## src/rtl/step_pkg.sv

```systemverilog
// Shared types and constants for the relative-move stepper sequencer.
package step_pkg;

  typedef enum logic [1:0] {
    ST_IDLE = 2'd0,
    ST_STEP = 2'd1,
    ST_WAIT = 2'd2,
    ST_DONE = 2'd3
  } step_state_t;

  typedef enum logic {
    DIR_POS = 1'b0,
    DIR_NEG = 1'b1
  } step_dir_t;

  // Half-step coil patterns; entry 0 sits in the least significant nibble.
  localparam logic [7:0][3:0] COIL_TABLE = {
    4'b1001, 4'b0001, 4'b0011, 4'b0010,
    4'b0110, 4'b0100, 4'b1100, 4'b1000
  };

  function automatic logic [2:0] phase_advance(input logic [2:0] phase,
                                               input step_dir_t dir,
                                               input logic half);
    logic [2:0] inc;
    inc = half ? 3'd1 : 3'd2;
    return (dir == DIR_NEG) ? phase - inc : phase + inc;
  endfunction

endpackage

```

## src/rtl/step_delay_timer.sv

```systemverilog
// Inter-step delay down-counter; expired flags the last cycle of a loaded wait.
module step_delay_timer #(
  parameter int DELAY_W = 20
) (
  input  logic               clk,
  input  logic               reset,
  input  logic               load,
  input  logic [DELAY_W-1:0] value,
  output logic               expired
);

  logic [DELAY_W-1:0] count;

  always_ff @(posedge clk or posedge reset) begin
    if (reset) begin
      count <= '0;
    end else if (load) begin
      count <= value;
    end else if (count != '0) begin
      count <= count - 1'b1;
    end
  end

  // A load of w gives exactly w following cycles, the last one with count==1.
  assign expired = (count == DELAY_W'(1));

endmodule

```

## src/rtl/step_move_sequencer.sv

```systemverilog
// Relative-move sequencer: steps the motor one unit at a time with a
// programmable inter-step delay, tracking absolute position and coil pattern.
module step_move_sequencer
  import step_pkg::*;
#(
  parameter int POS_W   = 8,
  parameter int DELAY_W = 20
) (
  input  logic                    clk,
  input  logic                    reset,
  input  logic                    cmd_valid,
  output logic                    cmd_ready,
  input  logic signed [POS_W-1:0] cmd_rel,
  input  logic                    cmd_half,
  input  logic [DELAY_W-1:0]      delay_cycles,
  input  logic                    abort,
  output logic                    busy,
  output logic                    done,
  output logic                    step_pulse,
  output logic signed [POS_W-1:0] position,
  output logic [2:0]              phase,
  output logic [3:0]              coils
);

  step_state_t        state, state_nxt;
  step_dir_t          dir_q;
  logic               half_q;
  logic [DELAY_W-1:0] wait_q;
  logic [POS_W-1:0]   remaining;
  logic [POS_W-1:0]   magnitude;
  logic [2:0]         phase_nxt;
  logic               accept;
  logic               load_timer;
  logic               timer_expired;

  assign accept    = (state == ST_IDLE) && cmd_valid && !abort;
  // Two's-complement negate; the most negative command maps to 2^(POS_W-1).
  assign magnitude = cmd_rel[POS_W-1] ? (~cmd_rel + 1'b1) : cmd_rel;
  assign phase_nxt = phase_advance(phase, dir_q, half_q);

  always_ff @(posedge clk or posedge reset) begin
    if (reset) begin
      state <= ST_IDLE;
    end else begin
      state <= state_nxt;
    end
  end

  always_comb begin
    state_nxt  = state;
    load_timer = 1'b0;
    case (state)
      ST_IDLE: begin
        if (accept) begin
          state_nxt = (cmd_rel == '0) ? ST_DONE : ST_STEP;
        end
      end
      ST_STEP: begin
        load_timer = 1'b1;
        state_nxt  = abort ? ST_IDLE : ST_WAIT;
      end
      ST_WAIT: begin
        if (abort) begin
          state_nxt = ST_IDLE;
        end else if (timer_expired) begin
          state_nxt = (remaining == '0) ? ST_DONE : ST_STEP;
        end
      end
      ST_DONE: begin
        state_nxt = ST_IDLE;
      end
      default: begin
        state_nxt = ST_IDLE;
      end
    endcase
  end

  always_ff @(posedge clk or posedge reset) begin
    if (reset) begin
      dir_q     <= DIR_POS;
      half_q    <= 1'b0;
      wait_q    <= DELAY_W'(1);
      remaining <= '0;
    end else if (accept) begin
      dir_q     <= cmd_rel[POS_W-1] ? DIR_NEG : DIR_POS;
      half_q    <= cmd_half;
      wait_q    <= (delay_cycles == '0) ? DELAY_W'(1) : delay_cycles;
      remaining <= magnitude;
    end else if (abort && (state != ST_IDLE)) begin
      remaining <= '0;
    end else if (state == ST_STEP) begin
      remaining <= remaining - 1'b1;
    end
  end

  // Position/phase updates complete even when abort lands on a STEP cycle.
  always_ff @(posedge clk or posedge reset) begin
    if (reset) begin
      position <= '0;
      phase    <= 3'd0;
      coils    <= 4'b1000;
    end else if (state == ST_STEP) begin
      position <= (dir_q == DIR_NEG) ? position - 1'b1 : position + 1'b1;
      phase    <= phase_nxt;
      coils    <= COIL_TABLE[phase_nxt];
    end
  end

  step_delay_timer #(
    .DELAY_W(DELAY_W)
  ) u_delay (
    .clk     (clk),
    .reset   (reset),
    .load    (load_timer),
    .value   (wait_q),
    .expired (timer_expired)
  );

  assign cmd_ready  = (state == ST_IDLE);
  assign busy       = (state == ST_STEP) || (state == ST_WAIT);
  assign step_pulse = (state == ST_STEP);
  assign done       = (state == ST_DONE);

endmodule

```

## config.mk

```make
export PLATFORM = sky130hd
export DESIGN_NAME = step_move_sequencer
export DESIGN_NICKNAME = d
export VERILOG_FILES = /design/src/rtl/step_pkg.sv /design/src/rtl/step_delay_timer.sv /design/src/rtl/step_move_sequencer.sv
export SDC_FILE = /design/constraint.sdc
export NUM_CORES = 1
export LEC_CHECK = 0
export BUFFER_PORTS_ARGS = -buffer_cell sky130_fd_sc_hd__buf_4
export CORE_UTILIZATION = 62
export CTS_BUF_LIST = sky130_fd_sc_hd__clkbuf_8 sky130_fd_sc_hd__clkbuf_16
export DETAILED_ROUTE_END_ITERATION = 8
export GPL_TIMING_DRIVEN = 0
export PLACE_DENSITY = 0.81
export RECOVER_POWER = 25
export SLEW_MARGIN = 20
export SYNTH_ARGS = -nofsm -noshare
export SYNTH_HDL_FRONTEND = slang
export SYNTH_SLANG_ARGS = --single-unit
```

## constraint.sdc

```tcl
create_clock -name clk -period 6.6 [get_ports clk]
set_clock_uncertainty 0.15 [all_clocks]
set_input_delay 0.66 -clock clk [delete_from_list [all_inputs] [get_ports clk]]
set_output_delay 0.66 -clock clk [all_outputs]
set_load 0.02 [all_outputs]
```

==> metrics.md <==
| Metric | Value |
|---|---|
| Proportion of synthesized flip-flops having asynchronous set or reset | 1.000 |
| Synthesized area per cell | 10.13 sq um |
| Overall die area | 6460 sq um |
| H-tree Lvls | 3 |
| DRC | 0 |
| Post-synth net total | 427 |
| Count of input and output buffers | 50 |
| Die boundary height | 80.38 um |
| Kind of end point of the critical path | asynchronous set/reset pin |
| Remaining antenna violation count after routing | 0 |
| Required time of the critical path | 6.48 ns |
| Via density per instance | 6.127 |
| Detail-routed net length per standard cell | 17.47 um |
| Number of nets in the final layout | 489 |
| Failing checks | max-capacitance violations, max-slew violations |
| Hold WC Path Type | reg -> reg |
| Pin count of the biggest net entering global routing | 40 |
| Placer Congestion | 0.8409 |
| Number of enable flip-flop cells after synthesis | 0 |
| Fmax achieved | 310.8 MHz |
| Max FO, Critical Path | 39 |
| Overflow left after global routing | 0 |
| Detailed Route Iter0 Violations | 135 |
| Most common cell in the netlist | dfrtp_1 |
| Number of sinks on the clock net | 67 |
| Warnings from Yosys | 0 |
| #FFs+latches synth | 67 |
| Clock-pin slew reported for the worst setup and hold paths after clock tree synthesis | 0.07 ns |
| Count of hold-fix buffers inserted at cts | 0 |
| Startpoint of the worst register-to-register path | state[1] |
| Clock tree from TritonCTS | done |
| Synth top cells by count | 65 x dfrtp_1, 31 x nand2_1, 26 x mux2_2, 26 x nor2_1, 19 x o21ai_0 |
| Area growth from synthesis to layout | 17.35% |
| Synthesized area | 3809 sq um |
| Total track usage | 0.3074 |
| Total length of routed wires | 9049 um |
| # rows | 28 |
| Leakage power | 0.001954 uW |
| Clock period minus worst slack | 3.217 ns |
| Root buf cell | clkbuf_8 |
| Fill count | 422 |
| Clock tree buffer depth | 2 |
| N_diodes | 0 |
| Multi-input gate area in the final layout | 1986 sq um |
| Worst hold path startpoint | wait_q[16] |
| Outcome | finished with violations |
| Normalized max-slew margin | -0.4159 |
| Clk Latency, worst-skew pair | 0.35 ns |
| I/O pin total | 52 |
| Buffer count from post-CTS setup fixing | 0 |
| Die width | 80.38 um |
| DPL Wire Length | 6452 um |
| Post-route cell area | 4469 sq um |
| Worst Setup Start Kind | primary input |
| Vias | 3,174 |
| Clock buffer count from CTS | 9 |
| Startpoint of the most critical setup path | reset |
| Worst setup margin | 3.383 ns |
| Top post-synthesis cells by area | dfrtp_1 43%, mux2_2 7.7%, ha_1 5.3%, xnor2_1 3.4%, nand2_1 3.1% |
| Power density normalized to cell area | 554.6 nW/um^2 |
| Cell Area, Placed | 4300 sq um |
| Global-route wire length before repair | 14,810 um |
| Utilization after layout | 0.7549 |
| Type of the setup path with the least slack | in -> async |
| Reported max-cap violation count | 1 |
| First-pass iteration count of the detailed router | 5 |
| Total negative slack | 0 ns |
| Library cell occupying the most area in the post-synthesis netlist | dfrtp_1 |
| Setup repair after global routing missed its margin | no |
| Max rail drop VDD | 0.4148 mV |
| Number of antenna violations at the first check in global routing | 0 |
| Proportion of synthesized chip area in sequential cells | 0.4409 |
| Ratio of cells with drive above 1 in the final layout | 0.2280 |
| Final setup violation count | 0 |
| Number of global-route vias before repair | 3,102 |
| Actual transition at the worst max-transition pin | 2.124 ns |
| Final Max Tran Viols | 40 |
| Area of all sequential standard cells | 1679 sq um |
| Post-synth top area share | 0.4271 |
| Fin. Hold Viols | 0 |
| Synth Instances | 376 |
| Most used flip-flop cell after synthesis | dfrtp_1 |
| Fraction of the cycle the final worst path needs | 0.4875 |
| Effective utilization at floorplan | 0.6433 |
| Crit path DAT | 3.10 ns |
| Core Box Area | 5921 sq um |
| Worst slack at placement | 4.039 ns |
| Number of gates resized after cts | 0 |
| Count of distinct cell types in the synthesized netlist | 59 |
==> worst max-delay path, stage by stage <==
cell        delay, ns
clkbuf_4         0.11
clkinvlp_2       0.72
clkbuf_1         1.59
==> state kept, by name (all words and copies together), names as in the netlist <==
register,count
coils,4
dir_q,1
half_q,1
phase,3
position,8
remaining,8
state,2
u_delay.count,20
wait_q,20
==> worst paths after layout <==
path                                      to  slack, ns  cells after the start
max                               wait_q[16]       3.38                      3
min                        u_delay.count[16]       0.33                      1
max reg2reg                u_delay.count[11]       3.99                      7
min reg2reg                u_delay.count[16]       0.33                      1
max in group clk           u_delay.count[11]       3.99                      7
min in group asynchronous        position[3]       0.42                      2
==> layout by cell type, fill, tap and decap left out, types with 4 or more instances in the layout <==
| cell | instances |
|---|---|
| a21oi_1 | 9 |
| a31oi_1 | 9 |
| buf_1 | 6 |
| buf_4 | 50 |
| clkbuf_1 | 10 |
| clkbuf_8 | 9 |
| dfrtp_1 | 65 |
| ha_1 | 16 |
| inv_1 | 18 |
| mux2_2 | 26 |
| nand2_1 | 31 |
| nand2b_1 | 6 |
| nor2_1 | 26 |
| nor2b_1 | 4 |
| nor3_1 | 10 |
| nor4_1 | 9 |
| o21a_1 | 4 |
| o21ai_0 | 19 |
| o22a_1 | 5 |
| o2bb2ai_1 | 4 |
| o31a_1 | 4 |
| o31ai_1 | 12 |
| or4_1 | 4 |
| xnor2_1 | 15 |
| xor2_1 | 9 |
==> power by group <==
group / total, uW / internal (uW) / switching, uW / leakage [uW]
clock: 336 / 170 / 166 / 0.0000976
sequential: 814 / 629 / 185 / 0.000803
combinational: 1330 / 592 / 736 / 0.00105
==> area by class of cell <==
| cell class | instances | share of cell area |
|---|---|---|
| Timing Repair Buffer | 51 | 0.08483 |
| Tap cell | 75 | 0.02100 |
| Inverter | 17 | 0.01456 |
| Sequential cell | 67 | 0.3757 |
| Clock inverter | 7 | 0.01400 |
| Multi-Input combinational cell | 274 | 0.4443 |
| Clock buffer | 9 | 0.02772 |
| Buffer | 18 | 0.01792 |
==> logic make-up after synthesis <==
family / count (synthesis) / share of synthesized area
and+or+nand+nor: 113 / 0.1544
AOI/OAI and AO/OA: 91 / 0.1666
DFF: 67 / 0.4409
buffers and inverters: 35 / 0.03778
muxes: 28 / 0.08213
xor gates and xnor gates: 24 / 0.05519
adders and majority gates: 18 / 0.06307
==> per-stage QoR <==
stage	instances	hold slack [ns]	power (uW)
finish	518	0.3336	2478
floorplan	376	0.2929	1756
global route	518	0.3613	2664
detailed placement	502	0.3183	2131
global placement	501	0.3104	2063
CTS	518	0.1590	2470
==> routing by layer <==
layer / global-route usage / vias up / part of all wire
li1: - / 1498 / -
met5: 0 / - / 0
met2: 0.5085 / 90 / 0.51
met4: 0.08393 / 0 / 0.013
met1: 0.3982 / 1571 / 0.44
met3: 0.07841 / 15 / 0.043
No activity file was read; power rests on OpenSTA's default activity.
